$ cat config.mk
export PLATFORM = sky130hd
export DESIGN_NAME = if_id_queue
export DESIGN_NICKNAME = d
export VERILOG_FILES = /design/src/rtl/if_id_queue.sv
export SDC_FILE = /design/constraint.sdc
export NUM_CORES = 1
export LEC_CHECK = 0
export ABC_AREA = 0
export BUFFER_PORTS_ARGS = -buffer_cell sky130_fd_sc_hd__buf_2
export CAP_MARGIN = 5
export CELL_PAD_IN_SITES_DETAIL_PLACEMENT = 0
export CELL_PAD_IN_SITES_GLOBAL_PLACEMENT = 1
export CORE_ASPECT_RATIO = 1.25
export CORE_MARGIN = 2
export CORE_UTILIZATION = 46
export CTS_BUF_LIST = sky130_fd_sc_hd__clkbuf_4 sky130_fd_sc_hd__clkbuf_8 sky130_fd_sc_hd__clkbuf_16
export DETAILED_ROUTE_END_ITERATION = 8
export PLACE_DENSITY = 0.82
export REMOVE_ABC_BUFFERS = 1
export SLEW_MARGIN = 15
export SYNTH_ARGS = -nofsm -noshare
export SYNTH_HDL_FRONTEND = slang
export SYNTH_SLANG_ARGS = --single-unit
export TNS_END_PERCENT = 10
$ cat constraint.sdc
create_clock -name clk -period 8.6 [get_ports clk]
set_input_delay 1.72 -clock clk [delete_from_list [all_inputs] [get_ports clk]]
set_output_delay 1.72 -clock clk [all_outputs]
set_load 0.005 [all_outputs]
$ cat src/rtl/if_id_queue.sv
// IF->ID decoupling queue: circular buffer of {instr, pc} with valid/ready on both sides and redirect flush.
// Define IF_ID_DELAY_SLOT_EN to retain one delay-slot entry on flush.
module if_id_queue #(
    parameter int INSTR_W = 32,
    parameter int DEPTH   = 2,
    localparam int PTR_W  = $clog2(DEPTH)
) (
    input  logic               clk,
    input  logic               rst,
    input  logic               in_valid,
    output logic               in_ready,
    input  logic [INSTR_W-1:0] in_instr,
    input  logic [INSTR_W-1:0] in_pc,
    output logic               out_valid,
    input  logic               out_ready,
    output logic [INSTR_W-1:0] out_instr,
    output logic [INSTR_W-1:0] out_pc,
    input  logic               flush,
    output logic [PTR_W:0]     count
);

    logic [INSTR_W-1:0] mem_instr [DEPTH];
    logic [INSTR_W-1:0] mem_pc    [DEPTH];

    logic [PTR_W-1:0] wr_ptr, rd_ptr, wr_ptr_next, rd_ptr_next;
    logic [PTR_W:0]   cnt, cnt_next;
    logic             push, pop, we;

    assign in_ready  = (cnt != (PTR_W+1)'(DEPTH));
    assign out_valid = (cnt != '0);
    assign out_instr = out_valid ? mem_instr[rd_ptr] : '0;
    assign out_pc    = out_valid ? mem_pc[rd_ptr]    : '0;
    assign count     = cnt;

    always_comb begin
        push        = in_valid & in_ready;
        pop         = out_valid & out_ready;
        wr_ptr_next = wr_ptr;
        rd_ptr_next = rd_ptr;
        cnt_next    = cnt;
        we          = 1'b0;
        if (flush) begin
`ifdef IF_ID_DELAY_SLOT_EN
            // Keep the oldest survivor of this cycle's pop; fall back to the incoming entry if none remain.
            if ((cnt - (PTR_W+1)'(pop)) != '0) begin
                rd_ptr_next = rd_ptr + PTR_W'(pop);
                wr_ptr_next = rd_ptr + PTR_W'(pop) + PTR_W'(1);
                cnt_next    = (PTR_W+1)'(1);
            end else if (push) begin
                we          = 1'b1;
                rd_ptr_next = wr_ptr;
                wr_ptr_next = wr_ptr + PTR_W'(1);
                cnt_next    = (PTR_W+1)'(1);
            end else begin
                rd_ptr_next = wr_ptr;
                cnt_next    = '0;
            end
`else
            rd_ptr_next = wr_ptr;
            cnt_next    = '0;
`endif
        end else begin
            if (push) begin
                we          = 1'b1;
                wr_ptr_next = wr_ptr + PTR_W'(1);
            end
            if (pop) begin
                rd_ptr_next = rd_ptr + PTR_W'(1);
            end
            case ({push, pop})
                2'b10:   cnt_next = cnt + (PTR_W+1)'(1);
                2'b01:   cnt_next = cnt - (PTR_W+1)'(1);
                default: cnt_next = cnt;
            endcase
        end
    end

    always_ff @(posedge clk or negedge rst) begin
        if (!rst) begin
            wr_ptr <= '0;
            rd_ptr <= '0;
            cnt    <= '0;
        end else begin
            wr_ptr <= wr_ptr_next;
            rd_ptr <= rd_ptr_next;
            cnt    <= cnt_next;
        end
    end

    // Storage is deliberately left out of reset; occupancy alone defines validity.
    always_ff @(posedge clk) begin
        if (we) begin
            mem_instr[wr_ptr] <= in_instr;
            mem_pc[wr_ptr]    <= in_pc;
        end
    end

endmodule
==> results.py <==
metrics = {
    "min_path": {
        "min_path_type": "reg2reg",
        "min_from": "wr_ptr$_DFFE_PN0P_",
        "holdPathStages": 1,
        "hold_end": "wr_ptr$_DFFE_PN0P_",
    },
    "logic_synthesis": {
        "yosysTopAreaCellShare_pct": 75.5,
        "synth-edff-count": 128,
        "synth_warnings": 0,
        "ys_seq_area_share_pct": 77.5,
        "synth-async-reset-ratio_pct": 3.03,
        "synth_cell_types": 20,
        "syn_area_mm2": 0.00509,
        "synth_area_per_cell_um2": 17.1,
        "synth_top_cells_by_count": "edfxtp_1, nor2_1, mux2i_1",
        "synth_area_leaders": "edfxtp_1, mux2i_1, nor2_1",
        "yosys.area.top_type": "edfxtp_1",
        "synthCells": 297,
        "ys_ff_latch": 132,
        "synthFlopType": "edfxtp_1",
        "synth.most_common_cell": "edfxtp_1",
    },
    "global_route": {
        "track_usage_pct": 16.4,
        "globalRouteOverflowTotal": 0,
        "antenna_found_initial": 1,
        "grt_max_degree": 66,
        "grt_pass1_vias": 2937,
        "grt_pass1_wl_um": 14300,
    },
    "setup_path": {
        "critPathMaxFanout": 47,
        "cpMaxStageDelayCell": "buf_4",
        "crit_required_ps": 6880,
        "cp_cell_sequence": "nor2_4, buf_4, nor2_1, buf_2",
        "critPathLaunchType": "flop",
        "r2r_cells": 5,
        "regToRegSetupSlack_ps": 6200,
        "crit_type": "reg2out",
        "worstPathArrival_ps": 2170,
        "cpPeakStageDelay_ps": 520,
        "path_depth": 4,
        "r2r-start": "count[1]$_DFFE_PN0P_",
        "cp-end-kind": "primary output",
        "r2r-end": "mem_instr[0][13]$_DFFE_PP_",
        "crit_family": "buffers and inverters",
        "crit_buf_inv": 2,
    },
    "sta": {
        "skew_ps": 6.37,
        "drv_slew": 0,
        "finalSetupTns_ps": 0,
        "hold_violations": 0,
        "relSlewSlack_pct": 25.2,
        "setup_viol": 0,
        "rsz0062_at_grt": "false",
        "min_period_over_period_pct": 45.3,
        "worstMarginPinSlew_ps": 1120,
        "layout_min_cycle_time_ps": 3890,
        "fmax_mhz": 257,
    },
    "final_layout": {
        "final_nets": 510,
        "postLayoutCellArea_mm2": 0.00649,
        "layout-drive-gt1-share_pct": 38.3,
        "fin_cells": 587,
        "final_util_pct": 60.8,
        "fillCellCount": 823,
        "syn2layout_area_growth_pct": 27.5,
    },
    "routing": {
        "wl_per_cell_um": 16.2,
        "viasPerCell": 4.87,
        "drc": 0,
        "drt.antenna.violating_nets": 0,
        "dr.pass1.iters": 4,
        "drt-total-wl_um": 9500,
        "dr.first_iter.drc_count": 144,
        "vias": 2858,
    },
    "power": {
        "ir_drop_mv": 0.303,
        "p_leak_nw": 2.66,
        "powerDensity_mw_per_mm2": 291,
    },
    "cts": {
        "htree_levels": 4,
        "cts.sinks": 132,
        "root_buffer": "clkbuf_16",
        "cts_setup_buffers": 0,
        "clk_latency_ps": 410,
        "cts_max_path_buffers": 2,
        "cts.reportedPaths.clkPinSlew_ps": 50,
        "cts_buffers": 17,
        "cts_resized": 0,
        "cts_tree": "built",
        "holdBufCountCts": 0,
    },
    "outcome": {
        "status": "completed",
    },
    "run": {
        "maxCapViolCount": 0,
    },
    "placed_design": {
        "io_buffers": 136,
        "globalplace.congestion": 0.755,
        "place_area_mm2": 0.00585,
        "hpwl_um": 6060,
        "place_inst": 554,
    },
    "die": {
        "die_w_um": 98.1,
        "initial_core_util_pct": 47.7,
        "die-area_mm2": 0.0119,
        "io_pins": 137,
        "fp.dieH_um": 122,
        "std_cell_rows": 42,
        "core-area_mm2": 0.0107,
    },
}
## flip-flops by register name (all words and copies together), names as in the netlist
| name | flops |
|---|---|
| count | 2 |
| wr_ptr | 1 |
| rd_ptr | 1 |
| mem_instr | 64 |
| mem_pc | 64 |
## how the worst max path moves through the flow
| stage | startpoint | to | slack, ps |
|---|---|---|---|
| after CTS | count[0]$_DFFE_PN0P_ | out_pc[5] | 4650 |
| after detailed placement | flush | mem_instr[0][13]$_DFFE_PP_ | 4920 |
| after global routing | count[0]$_DFFE_PN0P_ | out_pc[10] | 4520 |
| after floorplan | flush | mem_instr[0][0]$_DFFE_PP_ | 3480 |
| after global placement | flush | mem_pc[0][12]$_DFFE_PP_ | 4980 |
| final | count[0]$_DFFE_PN0P_ | out_pc[10] | 4710 |
## layout make-up
class | count | area [µm²] | share of cell area (%)
Sequential cell | 132 | 3950 | 60.9
Tap cell | 132 | 165 | 2.55
Antenna cell | 1 | 2.50 | 0.0386
Inverter | 4 | 15.0 | 0.231
Clock inverter | 15 | 213 | 3.28
Timing Repair Buffer | 139 | 703 | 10.8
Multi-Input combinational cell | 147 | 1010 | 15.6
Clock buffer | 17 | 425 | 6.56
## logic make-up after synthesis
kind of cell	Yosys count	share of synthesized area (%)
flip-flops	132	77.5
AND/OR/NAND/NOR	74	5.80
multiplexers	64	12.6
buffers and inverters	18	3.00
AO/OA/AOI/OAI	7	0.762
XOR/XNOR	2	0.344
## metal layers
layer	up-vias	track usage [%]	share of wire, %
li1	1388	-	-
met1	1367	17.4	38
met2	87	28.6	54
met3	16	6.02	5.4
met4	0	8.68	2.5
met5	-	0	0
## metrics by stage
step | setup slack [ps] | hold WS [ps] | power (W)
after global placement | 4980 | 572 | 0.00113
after global routing | 4520 | 590 | 0.00196
after detailed placement | 4920 | 563 | 0.00114
final | 4710 | 577 | 0.00188
after floorplan | 3480 | 487 | 0.00105
after CTS | 4650 | 576 | 0.00190
## power breakdown
part / switching (W) / internal [W] / total, W
sequential: 0.0000807 / 0.000786 / 0.000866
combinational: 0.000119 / 0.000138 / 0.000256
clock: 0.000252 / 0.000510 / 0.000762
total: 0.000451 / 0.00143 / 0.00188
## layout by cell type (no fill, tap or decap), types with 2 or more instances in the layout
master      count
mux2i_1        64
clkinv_4        2
bufinv_16       5
nand2_1         2
nor2_4          3
inv_1           4
nor2_1         65
clkinv_2        3
buf_4           3
buf_2         136
o21ai_1         2
clkinvlp_4      3
clkbuf_16      17
edfxtp_1      128
clkinv_1        2
a21oi_1         2
dfrtp_1         3
(Power assumes the default switching activity.)
